## config.mk

```make
export PLATFORM = sky130hd
export DESIGN_NAME = led_blink_multi
export DESIGN_NICKNAME = d
export VERILOG_FILES = /design/src/rtl/led_blink_multi_pkg.sv /design/src/rtl/led_blink_multi_channel.sv /design/src/rtl/led_blink_multi.sv
export SDC_FILE = /design/constraint.sdc
export NUM_CORES = 1
export LEC_CHECK = 0
export ABC_AREA = 1
export CAP_MARGIN = 20
export CORE_MARGIN = 8
export CORE_UTILIZATION = 55
export DETAILED_ROUTE_END_ITERATION = 12
export GPL_ROUTABILITY_DRIVEN = 1
export PLACE_DENSITY_LB_ADDON = 0.1
export SYNTH_ARGS = -nofsm -noshare
export SYNTH_HDL_FRONTEND = slang
export SYNTH_SLANG_ARGS = --single-unit
```

## constraint.sdc

```tcl
create_clock -name clk -period 3.6 [get_ports clk]
set_input_delay 0.36 -clock clk [delete_from_list [all_inputs] [get_ports clk]]
set_output_delay 0.36 -clock clk [all_outputs]
set_load 0.03 [all_outputs]
```

## src/rtl/led_blink_multi_pkg.sv

```systemverilog
// Shared mode encodings and field widths
// for the multi-channel LED pattern generator.
package led_blink_multi_pkg;

  localparam int MODE_W  = 2;
  localparam int BURST_W = 8;

  typedef enum logic [MODE_W-1:0] {
    MODE_OFF   = 2'd0,
    MODE_ON    = 2'd1,
    MODE_BLINK = 2'd2,
    MODE_BURST = 2'd3
  } mode_t;

  function automatic int ch_w(input int n);
    return (n > 1) ? $clog2(n) : 1;
  endfunction

endpackage

```

## src/rtl/led_blink_multi_channel.sv

```systemverilog
// One LED channel: mode, half-period counter,
// burst pulse budget and registered led/busy.
module led_blink_multi_channel
  import led_blink_multi_pkg::*;
#(
  parameter int CNT_WIDTH = 26,
  parameter logic [CNT_WIDTH-1:0] DEFAULT_PERIOD =
    CNT_WIDTH'(50000000),
  parameter logic [CNT_WIDTH-1:0] INIT = '0
) (
  input  logic                 clk,
  input  logic                 rst_n,
  input  logic                 tick,
  input  logic                 load,
  input  logic [MODE_W-1:0]    cfg_mode,
  input  logic [CNT_WIDTH-1:0] cfg_period,
  input  logic [BURST_W-1:0]   cfg_count,
  output logic                 led,
  output logic                 busy
);

  mode_t                mode, mode_n;
  logic [CNT_WIDTH-1:0] period, period_n;
  logic [CNT_WIDTH-1:0] cnt, cnt_n;
  logic [BURST_W-1:0]   rem, rem_n;
  logic                 led_n, busy_n;
  logic                 wrap;
  mode_t                new_mode;

  assign wrap = cnt == period - CNT_WIDTH'(1);
  assign new_mode = mode_t'(cfg_mode);

  always_ff @(posedge clk) begin
    if (!rst_n) begin
      mode   <= MODE_BLINK;
      period <= DEFAULT_PERIOD;
      cnt    <= INIT;
      rem    <= '0;
      led    <= 1'b0;
      busy   <= 1'b0;
    end else begin
      mode   <= mode_n;
      period <= period_n;
      cnt    <= cnt_n;
      rem    <= rem_n;
      led    <= led_n;
      busy   <= busy_n;
    end
  end

  always_comb begin
    mode_n   = mode;
    period_n = period;
    cnt_n    = cnt;
    rem_n    = rem;
    led_n    = led;
    busy_n   = busy;
    if (load) begin
      cnt_n    = '0;
      period_n = (cfg_period == '0) ?
                 CNT_WIDTH'(1) : cfg_period;
      rem_n    = cfg_count;
      mode_n   = new_mode;
      led_n    = new_mode == MODE_ON;
      busy_n   = 1'b0;
      if (new_mode == MODE_BURST) begin
        busy_n = cfg_count != '0;
        if (cfg_count == '0)
          mode_n = MODE_OFF;
      end
    end else begin
      unique case (mode)
        MODE_OFF: begin
          cnt_n = '0;
          led_n = 1'b0;
        end
        MODE_ON: begin
          cnt_n = '0;
          led_n = 1'b1;
        end
        MODE_BLINK,
        MODE_BURST: begin
          if (tick) begin
            if (wrap) begin
              cnt_n = '0;
              led_n = ~led;
              // a falling edge spends one burst pulse
              if (mode == MODE_BURST && led) begin
                rem_n = rem - BURST_W'(1);
                if (rem == BURST_W'(1)) begin
                  mode_n = MODE_OFF;
                  busy_n = 1'b0;
                end
              end
            end else begin
              cnt_n = cnt + CNT_WIDTH'(1);
            end
          end
        end
        default: ;
      endcase
    end
  end

endmodule

```

## src/rtl/led_blink_multi.sv

```systemverilog
// Multi-channel LED pattern generator: prescaler,
// config handshake and per-channel pattern engines.
module led_blink_multi
  import led_blink_multi_pkg::*;
#(
  parameter int CHANNELS  = 4,
  parameter int CNT_WIDTH = 26,
  parameter int TICK_DIV  = 1,
  parameter logic [CNT_WIDTH-1:0] DEFAULT_PERIOD =
    CNT_WIDTH'(50000000),
  parameter logic [CNT_WIDTH-1:0] INIT = '0,
  localparam int CH_W = ch_w(CHANNELS)
) (
  input  logic                 clk,
  input  logic                 rst_n,
  input  logic                 cfg_valid,
  output logic                 cfg_ready,
  input  logic [CH_W-1:0]      cfg_ch,
  input  logic [MODE_W-1:0]    cfg_mode,
  input  logic [CNT_WIDTH-1:0] cfg_period,
  input  logic [BURST_W-1:0]   cfg_count,
  output logic [CHANNELS-1:0]  led,
  output logic [CHANNELS-1:0]  busy
);

  localparam int PW = (TICK_DIV > 1) ?
                      $clog2(TICK_DIV) : 1;

  logic                 tick;
  logic                 acc;
  logic                 pend;
  logic [CH_W-1:0]      pend_ch;
  logic [MODE_W-1:0]    pend_mode;
  logic [CNT_WIDTH-1:0] pend_period;
  logic [BURST_W-1:0]   pend_count;

  generate
    if (TICK_DIV <= 1) begin : g_nodiv
      assign tick = 1'b1;
    end else begin : g_div
      logic [PW-1:0] presc;
      assign tick = presc == PW'(TICK_DIV - 1);
      always_ff @(posedge clk) begin
        if (!rst_n)
          presc <= '0;
        else if (tick)
          presc <= '0;
        else
          presc <= presc + PW'(1);
      end
    end
  endgenerate

  assign acc = cfg_valid && cfg_ready;

  // accepted fields are applied one edge later
  always_ff @(posedge clk) begin
    if (!rst_n) begin
      cfg_ready   <= 1'b1;
      pend        <= 1'b0;
      pend_ch     <= '0;
      pend_mode   <= '0;
      pend_period <= '0;
      pend_count  <= '0;
    end else begin
      cfg_ready <= !acc;
      pend      <= acc;
      if (acc) begin
        pend_ch     <= cfg_ch;
        pend_mode   <= cfg_mode;
        pend_period <= cfg_period;
        pend_count  <= cfg_count;
      end
    end
  end

  generate
    for (genvar i = 0; i < CHANNELS; i++) begin : g_ch
      logic load;
      assign load = pend && (pend_ch == CH_W'(i));
      led_blink_multi_channel #(
        .CNT_WIDTH      (CNT_WIDTH),
        .DEFAULT_PERIOD (DEFAULT_PERIOD),
        .INIT           (INIT)
      ) u_ch (
        .clk        (clk),
        .rst_n      (rst_n),
        .tick       (tick),
        .load       (load),
        .cfg_mode   (pend_mode),
        .cfg_period (pend_period),
        .cfg_count  (pend_count),
        .led        (led[i]),
        .busy       (busy[i])
      );
    end
  endgenerate

endmodule

```

==> metrics.md, run 1 <==
| Metric | Value |
|---|---|
| Hold WC Path Type | `in2reg` |
| TritonCTS buffer count | `35` |
| Initial antenna violation count | `2` |
| Sw Ratio | `25.2%` |
| Master cell of the clock root buffer | `clkbuf_16` |
| Slew at the pin with the worst max-slew slack | `0.967 ns` |
| Clock transition time at the flip-flop clock pins of the worst setup and hold paths | `0.06 ns` |
| Post-Layout Cell Count | `2981` |
| Area growth syn-to-layout | `11.4%` |
| Critical path start-end classification | `reg2reg` |
| Startpoint of the worst register-to-register path | `g_ch[1].u_ch.period[0]` |
| Setup repair after global routing missed its margin | `no` |
| Buffers inserted by post-CTS timing repair | `0` |
| Startpoint of the lowest-slack hold path | `rst_n` |
| Commonest cells post-synth | `562 x nand2_1, 303 x nor2_1, 296 x dfxtp_1, 290 x inv_1, 196 x o21ai_0` |
| Number of buffers on the longest clock path | `3` |
| Fraction of layout instances using a drive strength above 1 | `7.04%` |
| Worst Hold End | `g_ch[1].u_ch.mode[1]` |
| Number of vias per cell | `5.39` |
| Number of port buffers | `49` |
| Total met3 wirelength after detailed routing | `2190 microns` |
| Yosys warning total | `0` |
| Die ar. | `36700 sq um` |
| Ports placed on the boundary | `50` |
| Nature of the critical path endpoint | `flip-flop` |
| Half-perimeter wire length after detailed placement | `34200 microns` |
| Standby leakage power | `7.56 nW` |
| Number of design rule violations left after detail routing | `0` |
| Power per cell area | `420 nW/um^2` |
| Worst R2R End | `g_ch[1].u_ch.cnt[19]` |
| Most repeated cell in the gate-level netlist after synthesis | `nand2_1` |
| Chip Width | `192 microns` |
| Reg-to-reg slack, setup | `0.86 ns` |
| Period minus WS final | `2.74 ns` |
| Outcome | `complete, no violations` |
| Synth Flop Type | `dfxtp_1` |
| Crit Path Max Fanout | `26` |
| Routed wl met2 | `22200 microns` |
| Vias in the first global route | `14900` |
| Worst endpoint data arrival time | `3.16 ns` |
| Cell-internal power | `0.00594 W` |
| Largest area contributor in the synthesized netlist | `dfxtp_1` |
| Routed wire per std cell | `15.6 microns` |
| Total gr overflow | `0` |
| All-layer global routing usage | `25.0%` |
| Final hold viol count | `0` |
| Sequential area share after synthesis | `34.9%` |
| Global-route wire length before repair | `75100 microns` |
| Number of placed instances with taps included | `2919` |
| Pin count of the biggest net entering global routing | `82` |
| Final setup TNS | `0 ns` |
| Clock tree from TritonCTS | `built` |
| IR Drop Worst-Case VDD | `0.000368 V` |
| DRT iter0 DRCs | `1115` |
| Relative slew slack | `35.0%` |
| Async set-or-reset flop fraction in the synthesized netlist | `0%` |
| Syn Area/Cell | `6.68 sq um` |
| Initial Utilization | `55.6%` |
| Wire length reported by the detailed router | `46400 microns` |
| Final clock skew | `0.0129 ns` |
| Clk sinks | `296` |
| Layout net count | `2618` |
| Latest clock arrival within the worst-skew pair | `0.52 ns` |
| Met1 Routed Length | `20500 microns` |
| Achievable clock frequency | `365 MHz` |
| Number of flops mapped to enable cells by yosys | `0` |
| Post-synthesis cell count | `2539` |
| Post-cts gate resize count | `0` |
| Critical Path Start Type | `flip-flop` |
| Remaining number of nets flagged by the antenna check after routing | `0` |
| Post-synth top area share | `34.9%` |
| Final antenna diode count | `0` |
| Floorplan die height | `192 microns` |
| Yosys cell types | `50` |
| Clk pwr share | `46.5%` |
| Net count after synthesis | `2596` |
| Last weighted congestion value of the routability-driven placer | `0.925` |
| Endpoints failing setup | `0` |
| Critical path data required time | `4.02 ns` |
| Net switching component of the power | `0.00200 W` |
| Reg power frac | `43.8%` |
| Area contributors post-synth | `dfxtp_1 35%, nand2_1 12%, nor2_1 6.7%` |
| Row count | `64` |
| Final period utilization | `76.1%` |
| Post-synthesis instance area | `17000 sq um` |
| Total of hold buffers inserted after clock tree synthesis | `0` |
| Worst hold path cell count | `2` |
| H-tree depth | `2` |
| Highest routed metal layer | `met4` |
| Slew Viols, Final | `0` |
| Power share of the combinational group | `9.7%` |
| Vias after detailed routing | `16100` |
| Post-synthesis register bit count | `296` |
| Core Area | `30500 sq um` |
| Max-cap viol count | `0` |
| Pre-antenna DRT Iters | `6` |
| Worst reg2reg path depth | `14` |
## layout make-up
type	count	area [sq um]
Fill cell	2866	11600
Multi-Input combinational cell	1861	9540
Sequential cell	296	5930
Inverter	304	1140
Clock buffer	49	1000
Timing Repair Buffer	63	601
Tap cell	396	495
Clock inverter	12	194
## metrics by stage
step                      cell area (sq um)  util [%]  hold WS, ns  total power (W)  setup slack, ns
after global routing                  18900      62.0        0.247          0.00823            0.442
after CTS                             18900      61.9        0.237          0.00800            0.746
final                                 18900      62.0        0.241          0.00794            0.861
after global placement                17700      58.0        0.459          0.00429            0.913
after floorplan                       17000         -        0.437          0.00406             1.45
after detailed placement              17700      58.0        0.464          0.00431            0.769
## metal layers
layer  track usage (%)  vias to the layer above
met5                 0                        -
met4              8.26                        0
met3              2.74                       94
met2              43.7                      395
met1              31.6                     7373
li1                  -                     8200
## cell usage in the layout, fill, tap and decap left out, drive strengths merged, types with 7 or more instances in the layout
master	instances
nand2	578
nor2	360
inv	302
dfxtp	296
o21ai	198
nand3	180
a21oi	173
xor2	110
nor3	69
xnor2	58
clkbuf	50
clkdlybuf4s50	48
nand4	45
ha	16
nor4	16
nand3b	14
buf	14
or2	13
clkinv	7
## how the worst max path moves through the flow
stage	from	to	slack, ns	cells after the start
after floorplan	g_ch[3].u_ch.period[0]	g_ch[3].u_ch.cnt[5]	1.45	18
after CTS	g_ch[1].u_ch.period[0]	g_ch[1].u_ch.cnt[19]	0.75	14
after detailed placement	g_ch[1].u_ch.period[0]	g_ch[1].u_ch.cnt[19]	0.77	14
after global placement	g_ch[1].u_ch.period[0]	g_ch[1].u_ch.cnt[19]	0.91	14
final	g_ch[1].u_ch.period[0]	g_ch[1].u_ch.cnt[19]	0.86	14
after global routing	g_ch[1].u_ch.period[0]	g_ch[1].u_ch.cnt[19]	0.44	14
## worst max-delay path, stage by stage (launching register included)
cell     delay [ns]
dfxtp_1        0.31
inv_1          0.10
ha_1           0.20
nand3_2        0.16
nor2_1         0.26
nand4_1        0.15
nand2_1        0.09
nand2_1        0.05
nand2_1        0.06
nor2_1         0.04
nand2_1        0.08
nor2_2         0.06
nand2_1        0.09
nand4_2        0.58
nor3b_1        0.38
## power groups by stage
stage               Combinational [W]  Clock (W)  Sequential [W]
floorplan                    0.000547          0         0.00351
global placement             0.000749          0         0.00355
detailed placement           0.000762          0         0.00355
CTS                          0.000766    0.00376         0.00348
global route                 0.000855    0.00389         0.00349
finish                       0.000766    0.00369         0.00348
## flip-flops by register name (all words and copies together), names as in the netlist
signal / count
g_ch.u_ch.period: 104
pend_count: 8
pend_mode: 2
g_ch.u_ch.cnt: 104
g_ch.u_ch.rem: 32
pend: 1
cfg_ready: 1
g_ch.u_ch.led: 4
pend_ch: 2
pend_period: 26
g_ch.u_ch.mode: 8
g_ch.u_ch.busy: 4
## cell families (layout without fill, tap and decap cells)
| group | Yosys count | count (layout) | synth area share [%] |
|---|---|---|---|
| simple gates | 1290 | 1290 | 34.6 |
| compound gates | 386 | 386 | 11.6 |
| buf+inv | 382 | 428 | 8.90 |
| flops | 296 | 296 | 34.9 |
| xor+xnor | 169 | 169 | 8.81 |
| fa+ha+maj | 16 | 16 | 1.18 |
Note: power is estimated with default switching activity, not from simulation.
==> run 2: changes to the inputs <==
==> constraint.sdc (replaced) <==
create_clock -name clk -period 2.8 [get_ports clk]
set_input_delay 0.28 -clock clk [delete_from_list [all_inputs] [get_ports clk]]
set_output_delay 0.28 -clock clk [all_outputs]
set_load 0.03 [all_outputs]
==> run 2 against run 1 <==
  * First-iteration DRC count fell by 5.3%
  * Register-to-register slack got worse by 0.61 ns
  * Total power grew 24%
  * Critical path depth up 2
  * Clock-buffer cell count shrank 9
  * Combinational power up 30%
  * Clock power up 18%
  * Worst setup slack worse by 0.61 ns
  * Clock skew rose by 0.012 ns
  * Cell count is essentially flat
  * Critical endpoint is now g_ch[3].u_ch.cnt[13]
  * Largest cell class unchanged
==> metrics.md, run 2 (synthesis results as in run 1) <==
| Metric | Value |
|---|---|
| Last weighted congestion value of the routability-driven placer | `0.926 (about the same)` |
| Registers with the most flip-flops | `g_ch.u_ch.cnt x104, g_ch.u_ch.period x104, g_ch.u_ch.rem x32` |
| Period minus WS final | `2.54 ns (-0.194 ns)` |
| Slew Viols, Final | `0 (unchanged)` |
| Total of hold buffers inserted after clock tree synthesis | `0 (unchanged)` |
| Master cell of the clock root buffer | `clkbuf_16` |
| H-tree depth | `1 (-1)` |
| Final hold viol count | `0 (unchanged)` |
| Nature of the critical path endpoint | `flip-flop` |
| Number of port buffers | `49 (unchanged)` |
| Crit Path Max Fanout | `13 (-50%)` |
| Vias in the first global route | `15000 (+0.45%)` |
| DRT iter0 DRCs | `1056 (-5.3%)` |
| Post-layout utilization of the core | `61.8% (-0.10 points)` |
| Relative slew slack | `38.1% (+3.2 points)` |
| Layout net count | `2622 (+0.15%)` |
| Post-cts gate resize count | `0 (unchanged)` |
| Ports placed on the boundary | `50 (unchanged)` |
| Chip Width | `192 microns (unchanged)` |
| Worst endpoint data arrival time | `3.06 ns (-0.10 ns)` |
| Final cell area excluding filler cells | `18900 sq um (-0.17%)` |
| Row count | `64 (unchanged)` |
| Fraction of layout instances using a drive strength above 1 | `7.38% (+0.34 points)` |
| Final setup TNS | `0 ns (unchanged)` |
| Die ar. | `36700 sq um (unchanged)` |
| Critical Path Start Type | `flip-flop` |
| Power per cell area | `521 nW/um^2 (+24%)` |
| Critical path data required time | `3.31 ns (-0.71 ns)` |
| Total gr overflow | `0 (unchanged)` |
| Number of buffers on the longest clock path | `3 (unchanged)` |
| TritonCTS buffer count | `31 (-11%)` |
| Buffers inserted by post-CTS timing repair | `0 (unchanged)` |
| Pre-antenna DRT Iters | `5 (-1)` |
| Leading cell type in the layout, fill and taps excluded | `nand2_1` |
| Remaining number of nets flagged by the antenna check after routing | `0 (unchanged)` |
| CP cell instances | `inv_1 -> ha_2 -> nand2_4 -> nor2_8 -> nand3_1 -> o21ai_1 -> nand2_1 -> nand2_1 -> nand2_1 -> nand2_1 -> nor2_4 -> nand2_1 -> nand2_1 -> inv_2 -> nand3_2 -> nor2_2` |
| Endpoints failing setup | `0 (unchanged)` |
| Setup ws final | `0.255 ns (-0.606 ns)` |
| Clock transition time at the flip-flop clock pins of the worst setup and hold paths | `0.06 ns (about the same)` |
| Initial antenna violation count | `1 (-1)` |
| Final antenna diode count | `0 (unchanged)` |
| Clock tree from TritonCTS | `built` |
| Slew at the pin with the worst max-slew slack | `0.928 ns (-0.0385 ns)` |
| Achievable clock frequency | `393 MHz (+7.6%)` |
| Clk sinks | `296 (unchanged)` |
| All-layer global routing usage | `24.8% (-0.20 points)` |
| Routed wire per std cell | `15.4 microns (-1.0%)` |
| IR Drop Worst-Case VDD | `0.000497 V (+35%)` |
| Standby leakage power | `7.55 nW (-0.11%)` |
| Most frequent cell on the critical path | `nand2_1` |
| Final clock skew | `0.0251 ns (+0.0122 ns)` |
| Number of design rule violations left after detail routing | `0 (unchanged)` |
| Wire length reported by the detailed router | `45900 microns (-0.98%)` |
| Half-perimeter wire length after detailed placement | `34000 microns (-0.69%)` |
| Hold WC Path Type | `in2reg` |
| Instance area after placement | `17800 sq um (+0.30%)` |
| Max-cap viol count | `0 (unchanged)` |
| Core Area | `30500 sq um (unchanged)` |
| Floorplan die height | `192 microns (unchanged)` |
| Number of vias per cell | `5.33 (-1.1%)` |
| Most frequent cells in the layout | `562 x nand2_1, 300 x nor2_1, 296 x dfxtp_1` |
| Global-route wire length before repair | `74600 microns (-0.66%)` |
| Final period utilization | `90.9% (+15 points)` |
| Total design power | `0.00984 W (+24%)` |
| Pin count of the biggest net entering global routing | `82 (unchanged)` |
| Critical path start-end classification | `reg2reg` |
| Outcome | `complete, no violations` |
| Initial Utilization | `55.6% (unchanged)` |
| Vias after detailed routing | `15900 (-1.0%)` |
| Latest clock arrival within the worst-skew pair | `0.59 ns (+0.07 ns)` |
| Crit-path slowest cell | `nand3_2` |
| Maximum single-stage delay on the critical path | `0.37 ns (-0.21 ns)` |
| Pre-CTS setup slack | `0.227 ns (-0.542 ns)` |
| Final-layout fill cell count | `2858 (-0.28%)` |
| Area growth syn-to-layout | `11.2%` |
[run 2: critical path: cells and delay by family, from the launching register on]
family | cells | cell delay, ns
compound gates | 1 | 0.19
fa+ha+maj | 1 | 0.26
buf+inv | 2 | 0.24
flops | 1 | 0.32
simple gates | 12 | 1.46
[run 2: cell type report]
| cell class | instances | area, sq um | share of cell area (%) |
|---|---|---|---|
| clock buffer | 40 | 860 | 4.56 |
| clock inverter | 15 | 224 | 1.19 |
| inverter | 304 | 1140 | 6.05 |
| multi-input combinational | 1863 | 9580 | 50.7 |
| sequential | 296 | 5930 | 31.4 |
| tap | 396 | 495 | 2.63 |
| timing repair buffer | 69 | 648 | 3.43 |
[run 2: where the power goes]
part | internal [W] | switching, W | leakage [nW]
logic | 0.000352 | 0.000643 | 4.62
registers | 0.00433 | 0.000138 | 2.40
clock network | 0.00262 | 0.00175 | 0.531
[run 2: path summary, 6_finish.rpt]
kind | depth (start not counted) | to | from | slack (ns)
worst max-delay path | 16 | g_ch[3].u_ch.cnt[13] | g_ch[3].u_ch.period[0] | 0.26
worst min-delay path | 4 | cfg_ready | rst_n | 0.14
worst max register to register | 16 | g_ch[3].u_ch.cnt[13] | g_ch[3].u_ch.period[0] | 0.26
worst min register to register | 1 | g_ch[1].u_ch.cnt[0] | g_ch[1].u_ch.cnt[0] | 0.47
[run 2: per-stage QoR]
step | hold WS, ns | instances
after floorplan | 0.383 | 2539
after global placement | 0.457 | 2926
after CTS | 0.140 | 2981
final | 0.142 | 2983
after global routing | 0.168 | 2983
after detailed placement | 0.461 | 2926
[run 2: layer usage]
layer / up-vias / global-route usage, % / part of all wire (%)
li1: 8207 / - / -
met1: 7217 / 30.2 / 43
met2: 379 / 44.5 / 49
met3: 91 / 3.63 / 5.3
met4: 0 / 7.19 / 2.9
met5: - / 0 / 0
==> run 3: changes to the inputs <==
--- a/config.mk
+++ b/config.mk
@@ -11,7 +11,7 @@
 export CORE_UTILIZATION = 55
 export DETAILED_ROUTE_END_ITERATION = 12
 export GPL_ROUTABILITY_DRIVEN = 1
-export PLACE_DENSITY_LB_ADDON = 0.1
+export PLACE_DENSITY_LB_ADDON = 0.08
 export SYNTH_ARGS = -nofsm -noshare
 export SYNTH_HDL_FRONTEND = slang
 export SYNTH_SLANG_ARGS = --single-unit
==> run 3 against run 2 <==
  * Hold slack got worse by 0.021 ns
  * Highest routed layer unchanged
  * Register-to-register slack improved by 0.02 ns
  * Via count rose by 0.79%
  * Utilization rose by 0.11 points
  * Critical path depth fell by 3
  * Clock skew fell by 0.0040 ns
  * Global-route usage rose by 0.071 points
  * Cell count rose by 0.20%
  * Die area did not move
  * Total power rose by 0.74%
  * First-iteration DRC count rose by 2.7%
==> metrics.md, run 3 (synthesis results as in run 1) <==
| Metric | Value |
|---|---|
| Outcome | `complete, no violations` |
| Worst reg2reg path depth | `13 (-3)` |
| Slew Viols, Final | `0 (unchanged)` |
| Layout net count | `2625 (+0.11%)` |
| Fraction of layout instances using a drive strength above 1 | `7.33% (-0.056 points)` |
| Remaining number of nets flagged by the antenna check after routing | `0 (unchanged)` |
| Period minus WS final | `2.52 ns (-0.0249 ns)` |
| Critical path start-end classification | `reg2reg` |
| TritonCTS buffer count | `35 (+13%)` |
| Final hold viol count | `0 (unchanged)` |
| Endpoints failing setup | `0 (unchanged)` |
| Vias in the first global route | `15100 (+0.95%)` |
| Total of hold buffers inserted after clock tree synthesis | `0 (unchanged)` |
| Wire length reported by the detailed router | `46100 microns (+0.38%)` |
| Final clock skew | `0.0212 ns (-0.00395 ns)` |
| Half-perimeter wire length after detailed placement | `34500 microns (+1.7%)` |
| Setup ws final | `0.280 ns (+0.0249 ns)` |
| Crit Path Max Fanout | `26 (+13)` |
| Final cell area excluding filler cells | `18900 sq um (+0.19%)` |
| Final-layout fill cell count | `2932 (+2.6%)` |
| Nature of the critical path endpoint | `flip-flop` |
| Pin count of the biggest net entering global routing | `58 (-29%)` |
| Master cell of the clock root buffer | `clkbuf_16` |
| Initial Utilization | `55.6% (unchanged)` |
| Post-layout utilization of the core | `62.0% (+0.11 points)` |
| H-tree depth | `2 (+1)` |
| Floorplan die height | `192 microns (unchanged)` |
| Clock transition time at the flip-flop clock pins of the worst setup and hold paths | `0.06 ns (about the same)` |
| Clk pwr share | `44.8% (+0.4 points)` |
| Net switching component of the power | `0.00260 W (+2.8%)` |
| Latest clock arrival within the worst-skew pair | `0.53 ns (-0.06 ns)` |
| IR Drop Worst-Case VDD | `0.000393 V (-21%)` |
| Vias after detailed routing | `16000 (+0.79%)` |
| Core Area | `30500 sq um (unchanged)` |
| Sw Ratio | `26.3% (+0.52 points)` |
| Most frequent cells in the layout | `562 x nand2_1, 300 x nor2_1, 296 x dfxtp_1` |
| Layer with the highest usage after global routing | `met2` |
| Power per cell area | `524 nW/um^2 (+0.55%)` |
| Number of buffers on the longest clock path | `3 (unchanged)` |
| Die ar. | `36700 sq um (unchanged)` |
| Critical path data required time | `3.24 ns (-0.07 ns)` |
| Hold WC Path Type | `in2reg` |
| Cell-internal power | `0.00731 W (about the same)` |
| Pre-antenna DRT Iters | `5 (unchanged)` |
| All-layer global routing usage | `24.8% (+0.071 points)` |
| Area growth syn-to-layout | `11.4%` |
| Final setup TNS | `0 ns (unchanged)` |
| Buffers inserted by post-CTS timing repair | `0 (unchanged)` |
| Standby leakage power | `7.58 nW (+0.34%)` |
| Reg power frac | `45.1% (-0.3 points)` |
| Worst hold path cell count | `2 (-2)` |
| Global-route wire length before repair | `74800 microns (+0.28%)` |
| Leading cell type in the layout, fill and taps excluded | `nand2_1` |
| Registers with the most flip-flops | `g_ch.u_ch.cnt x104, g_ch.u_ch.period x104, g_ch.u_ch.rem x32` |
| Row count | `64 (unchanged)` |
| Achievable clock frequency | `397 MHz (+0.99%)` |
| Setup repair after global routing missed its margin | `no` |
| Clk sinks | `296 (unchanged)` |
| Met1 demand-to-capacity share in global routing | `30.9% (+0.67 points)` |
| Pre-CTS setup slack | `0.220 ns (-0.00702 ns)` |
| Final antenna diode count | `0 (unchanged)` |
| Number of port buffers | `49 (unchanged)` |
| Ports placed on the boundary | `50 (unchanged)` |
| Slew at the pin with the worst max-slew slack | `0.856 ns (-0.0727 ns)` |
| Met3 global-route usage | `2.92% (-0.71 points)` |
| Number of design rule violations left after detail routing | `0 (unchanged)` |
| Routed wire per std cell | `15.4 microns (+0.18%)` |
| Instance area after placement | `17800 sq um (about the same)` |
| Last weighted congestion value of the routability-driven placer | `0.913 (-1.3%)` |
| Max-cap viol count | `0 (unchanged)` |
| Critical Path Start Type | `flip-flop` |
| DRT iter0 DRCs | `1084 (+2.7%)` |
| Global routing met2 resource utilization | `43.5% (-1.0 points)` |
| Clock tree from TritonCTS | `built` |
| Relative slew slack | `43.0% (+4.8 points)` |
| Initial antenna violation count | `0 (-1)` |
| Final period utilization | `90.0% (-0.89 points)` |
| Number of vias per cell | `5.36 (+0.59%)` |
| Power share of the combinational group | `10.1% (about the same)` |
| Total gr overflow | `0 (unchanged)` |
| Chip Width | `192 microns (unchanged)` |
| Worst endpoint data arrival time | `2.96 ns (-0.10 ns)` |
-- run 3: repair_timing --
action,4_1_cts,5_1_grt
endpoints found under the setup margin,0,5
hold endpoints to repair,0,0
resized for setup,0,1
-- run 3: per-layer routing --
metal	vias to the layer above	share of wire (%)	routed length, microns
li1	8221	-	-
met1	7341	44	20100
met2	366	48	22100
met3	92	5.2	2390
met4	0	3.4	1550
met5	-	0	0
-- run 3: power groups by stage --
stage | Combinational [W] | Clock (W) | Sequential [W]
final | 0.000997 | 0.00445 | 0.00447
after global routing | 0.00111 | 0.00470 | 0.00448
after CTS | 0.000988 | 0.00452 | 0.00447
after detailed placement | 0.000981 | 0 | 0.00456
after global placement | 0.000965 | 0 | 0.00456
after floorplan | 0.000703 | 0 | 0.00451
-- run 3: final cells by class --
class / count / area [sq um] / share of cell area, %
Clock buffer: 51 / 1020 / 5.38
Clock inverter: 11 / 98.8 / 0.523
Inverter: 304 / 1140 / 6.04
Multi-Input combinational cell: 1862 / 9570 / 50.6
Sequential cell: 296 / 5930 / 31.3
Tap cell: 396 / 495 / 2.62
Timing Repair Buffer: 69 / 661 / 3.49
-- run 3: stage by stage --
stage | hold slack [ns] | power [W] | cells
3_3_place_gp | 0.457 | 0.00552 | 2926
5_1_grt | 0.132 | 0.0103 | 2989
6_report | 0.121 | 0.00991 | 2989
3_5_place_dp | 0.470 | 0.00554 | 2926
4_1_cts | 0.0774 | 0.00998 | 2988
2_1_floorplan | 0.383 | 0.00522 | 2539
-- run 3: worst max-delay path: stages, from the launching register on --
cell and delay, ns:
dfxtp_1 0.32, inv_1 0.14, ha_1 0.28, nand2_2 0.17, nor2_1 0.29, nand4_1 0.13, nand2_1 0.15, nand2_1 0.08
and3_1 0.16, nand2_1 0.06, nor2_2 0.06, inv_2 0.07, nand3_4 0.24, nor3b_1 0.26
-- run 3: path summary, 6_finish.rpt --
path	slack (ns)	from	end
hold reg to reg	0.48	g_ch[1].u_ch.cnt[0]	g_ch[1].u_ch.cnt[0]
hold / removal	0.12	rst_n	g_ch[3].u_ch.mode[1]
setup / recovery	0.28	g_ch[0].u_ch.period[0]	g_ch[0].u_ch.cnt[17]
setup reg to reg	0.28	g_ch[0].u_ch.period[0]	g_ch[0].u_ch.cnt[17]
==> variant 1, RTL diff (settings of run 1) <==
Make the reset (`rst_n`) asynchronous in 3 clocked blocks.
--- a/src/rtl/led_blink_multi_channel.sv
+++ b/src/rtl/led_blink_multi_channel.sv
@@ -32,3 +32,3 @@
 
-  always_ff @(posedge clk) begin
+  always_ff @(posedge clk or negedge rst_n) begin
     if (!rst_n) begin
--- a/src/rtl/led_blink_multi.sv
+++ b/src/rtl/led_blink_multi.sv
@@ -42,3 +42,3 @@
       assign tick = presc == PW'(TICK_DIV - 1);
-      always_ff @(posedge clk) begin
+      always_ff @(posedge clk or negedge rst_n) begin
         if (!rst_n)
@@ -56,3 +56,3 @@
   // accepted fields are applied one edge later
-  always_ff @(posedge clk) begin
+  always_ff @(posedge clk or negedge rst_n) begin
     if (!rst_n) begin
Check against the original RTL: differs if rst_n is asserted again (counterexample within 4 cycles, from zero or initial values and one cycle with rst_n low); with rst_n held inactive, the same outputs for 4 cycles.
==> variant 1 against run 1 <==
  * Area after synthesis rose by 4.2%
  * Sequential share of layout area rose by 6.7 points
  * Fmax decreased by 2.4%
  * Core utilization rose by 0.078 points
  * Global-route usage down 0.67 points
  * Cell area up 3.8%
  * Routed wire length fell by 1.2%
  * Worst setup slack got worse by 0.068 ns
  * Die area increased by 3.8%
  * Sequential cell count unchanged
Power is not compared: it rests on default switching activity, and its combinational part moved more than twofold at a synthesized area within 25%.
==> variant 1: results (changes against run 1) <==
stage;metric;value;unit;change
synth;yosysSeqAreaShare;42.3;%;+7.4 points
critical_path;cp_max_fo;28;;+7.7%
sta;max_slew.worst_pin.slew;1.06;ns;+0.0908 ns
sta;hold_ws;0.375;ns;+0.134 ns
sta;finalClockSkew;0.0113;ns;-0.00166 ns
cells_and_area;num-fill-cells;2880;;+0.49%
route;wl_met1;21300;um;+3.7%
critical_path;reg2reg_depth;17;;+3
route;drtPass1Iterations;5;;-1
global_route;antenna_found_initial;0;;-2
cells_and_area;signal_buffers;66;;+4.8%
hold_path;whs_endpoint;pend_count[0];;
hold_path;min_path_cells;3;;+1
sta;period_minus_slack;2.81;ns;+0.0682 ns
route;wire_per_inst;16.2;um;+4.1%
synth;synth_compound_area_share;7.60;%;-4.0 points
outcome;status;finished, final reports clean;;
synth;synth_xor_area_share;9.26;%;+0.45 points
synth;synth_adder_area_share;1.13;%;-0.047 points
critical_path;r2r-end;g_ch[2].u_ch.led;;
critical_path;crit_slowest_cell;dfrtp_1;;
route;dr_wl_met2;21000;um;-5.3%
route;route.met3.wl;2230;um;+1.7%
global_route;grt_pass1_wl;76000;um;+1.2%
synth;postSynthAreaPerCell;7.48;um^2;+12%
global_route;use_met1;33.5;%;+1.9 points
cells_and_area;final.clkbuf_count;51;;+4.1%
variant 1: worst reg2reg max path: cells and delay by family (launching register included):
family	cells	cell delay, ns
AO/OA/AOI/OAI	1	0.08
adder cells (fa/ha/maj)	1	0.24
flip-flops	1	0.40
buffers and inverters	3	0.43
AND/OR/NAND/NOR	12	1.56
variant 1: worst max path at each step:
stage | startpoint | to | cells after the start
floorplan | g_ch[0].u_ch.period[0] | g_ch[0].u_ch.rem[5] | 15
global placement | g_ch[0].u_ch.period[0] | g_ch[0].u_ch.led | 14
detailed placement | g_ch[0].u_ch.period[0] | g_ch[0].u_ch.led | 12
CTS | g_ch[0].u_ch.period[0] | g_ch[0].u_ch.led | 12
global route | g_ch[1].u_ch.period[0] | g_ch[1].u_ch.led | 12
finish | g_ch[2].u_ch.period[0] | g_ch[2].u_ch.led | 17
==> variant 2, RTL diff (flow settings as in run 1) <==
Made on the original files. `CHANNELS`: 4 -> 5.
--- a/src/rtl/led_blink_multi.sv
+++ b/src/rtl/led_blink_multi.sv
@@ -5,3 +5,3 @@
 #(
-  parameter int CHANNELS  = 4,
+  parameter int CHANNELS  = 5,
   parameter int CNT_WIDTH = 26,
Interface: changed (resized busy, cfg_ch and led); port bits go from 50 to 53. No check against the original RTL was run, so the function may have changed too.
==> variant 2 against run 1 <==
  * Worst setup slack worse by 0.17 ns
  * Sequential cell count increased by 65
  * Power up 22%
  * Sequential share of layout area is 0.67 points lower
  * Routed wire length is 31% higher
  * Cell area increased by 25%
  * Sequential power grew 21%
  * Area after synthesis up 25%
==> variant 2: results (changes against run 1) <==
stage;metric;value;unit;change
cells_and_area;nNetsFinal;3261;;+25%
critical_path;crit_slowest_cell;nand3_2;;
route;drt_iter0_drc;1693;;+52%
cells_and_area;reg.largest.list;g_ch.u_ch.cnt: 130 flops, g_ch.u_ch.period: 130 flops, g_ch.u_ch.rem: 40 flops;;
critical_path;r2r_slack;0.69;ns;-0.17 ns
synth;synth_area_leaders;dfxtp_1 (34%), nand2_1 (13%), nor2_1 (7.7%);;
global_route;grt_pass1_vias;19200;;+29%
route;drtPass1Iterations;7;;+1
route;vias_per_cell;5.44;;+0.92%
synth;synth_commonest_cells;nand2_1 (723), nor2_1 (436), dfxtp_1 (361);;
critical_path;critical_path_arrival;3.33;ns;+0.17 ns
placement;place_area;22100;um^2;+25%
sta;max_slew.worst_pin.slew;0.977;ns;+0.0104 ns
global_route;grt_util_all_layers;26.7;%;+1.8 points
clocking;insertion_delay;0.58;ns;+0.06 ns
pwr;ir_drop;0.000409;V;+11%
outcome;status;finished, final reports clean;;
cells_and_area;num-fill-cells;3756;;+31%
route;wire_per_inst;16.2;um;+4.2%
critical_path;cp_slowest_stage_delay;0.44;ns;-0.14 ns
pwr;leakage;9.64;nW;+27%
clocking;cts_made_buffers;41;;+17%
global_route;grt_max_degree;100;;+22%
sta;finalClockSkew;0.0257;ns;+0.0127 ns
synth;yosysSeqAreaShare;34.1;%;-0.86 points
placement;gp_congestion;0.993;;+7.4%
placement;port-buffer-count;52;;+6.1%
==> variant 2: cell count changes after synthesis, sizes merged, moves of 27 or more <==
cell	change
nand3	+52
nor2	+133
nand2	+167
a21oi	+27
dfxtp	+65
o21ai	+58
inv	+60
nand4	+31
==> variant 2: routing by layer <==
metal / track usage, % / vias up / wire length [um]
met3: 3.94 / 150 / 4280
met2: 44.2 / 644 / 27600
met5: 0 / - / 0
met4: 11.2 / 0 / 2340
met1: 34.5 / 9296 / 26600
li1: - / 10300 / -
==> variant 2: area by class of cell <==
type,instances,area [um^2],area share [%]
Timing Repair Buffer,69,678,2.88
Antenna cell,1,2.50,0.0106
Tap cell,518,648,2.75
Sequential cell,361,7230,30.7
Clock inverter,22,279,1.18
Inverter,364,1370,5.80
Multi-Input combinational cell,2362,12200,51.7
Clock buffer,53,1180,5.02
==> variant 2: worst register-to-register path: stages (launching register included) <==
cell,delay [ns]
dfxtp_1,0.33
inv_1,0.15
ha_1,0.28
nand2_2,0.19
inv_1,0.19
nand2_1,0.09
nand2_1,0.06
nand2_1,0.04
nand2_1,0.12
nand2_1,0.07
nor2_1,0.09
nand2_1,0.06
nor2_1,0.10
nand2_1,0.09
nor2_2,0.17
nand2_1,0.11
nand3_2,0.44
nor3_1,0.16
==> variant 2: kinds of logic after synthesis <==
kind of cell | Yosys count | share of synthesized area, %
XOR/XNOR | 199 | 8.35
AND/OR/NAND/NOR | 1658 | 36.0
flip-flops | 361 | 34.1
adder cells (fa/ha/maj) | 20 | 1.18
buffers and inverters | 463 | 8.65
AO/OA/AOI/OAI | 485 | 11.7
==> variant 2: metrics by stage <==
stage                     hold WS, ns  cells  setup WS [ns]
after floorplan                 0.429   3186           1.49
after global placement          0.450   3673          0.882
after detailed placement        0.466   3673          0.689
after CTS                       0.134   3748          0.659
after global routing            0.176   3750          0.357
final                           0.160   3750          0.689
==> variant 2: final timing paths <==
check | start | to | depth (start not counted)
min | rst_n | g_ch[3].u_ch.period[15] | 2
max reg2reg | g_ch[2].u_ch.period[0] | g_ch[2].u_ch.cnt[22] | 17
min reg2reg | g_ch[2].u_ch.cnt[0] | g_ch[2].u_ch.cnt[0] | 1
max | g_ch[2].u_ch.period[0] | g_ch[2].u_ch.cnt[22] | 17
==> variant 2: power by group <==
part | leakage [nW] | internal (mW) | total, mW | switching [mW]
Combinational | 5.99 | 0.303 | 0.922 | 0.618
Clock | 0.721 | 2.76 | 4.52 | 1.76
Sequential | 2.93 | 4.10 | 4.22 | 0.119
Total | 9.64 | 7.16 | 9.66 | 2.50
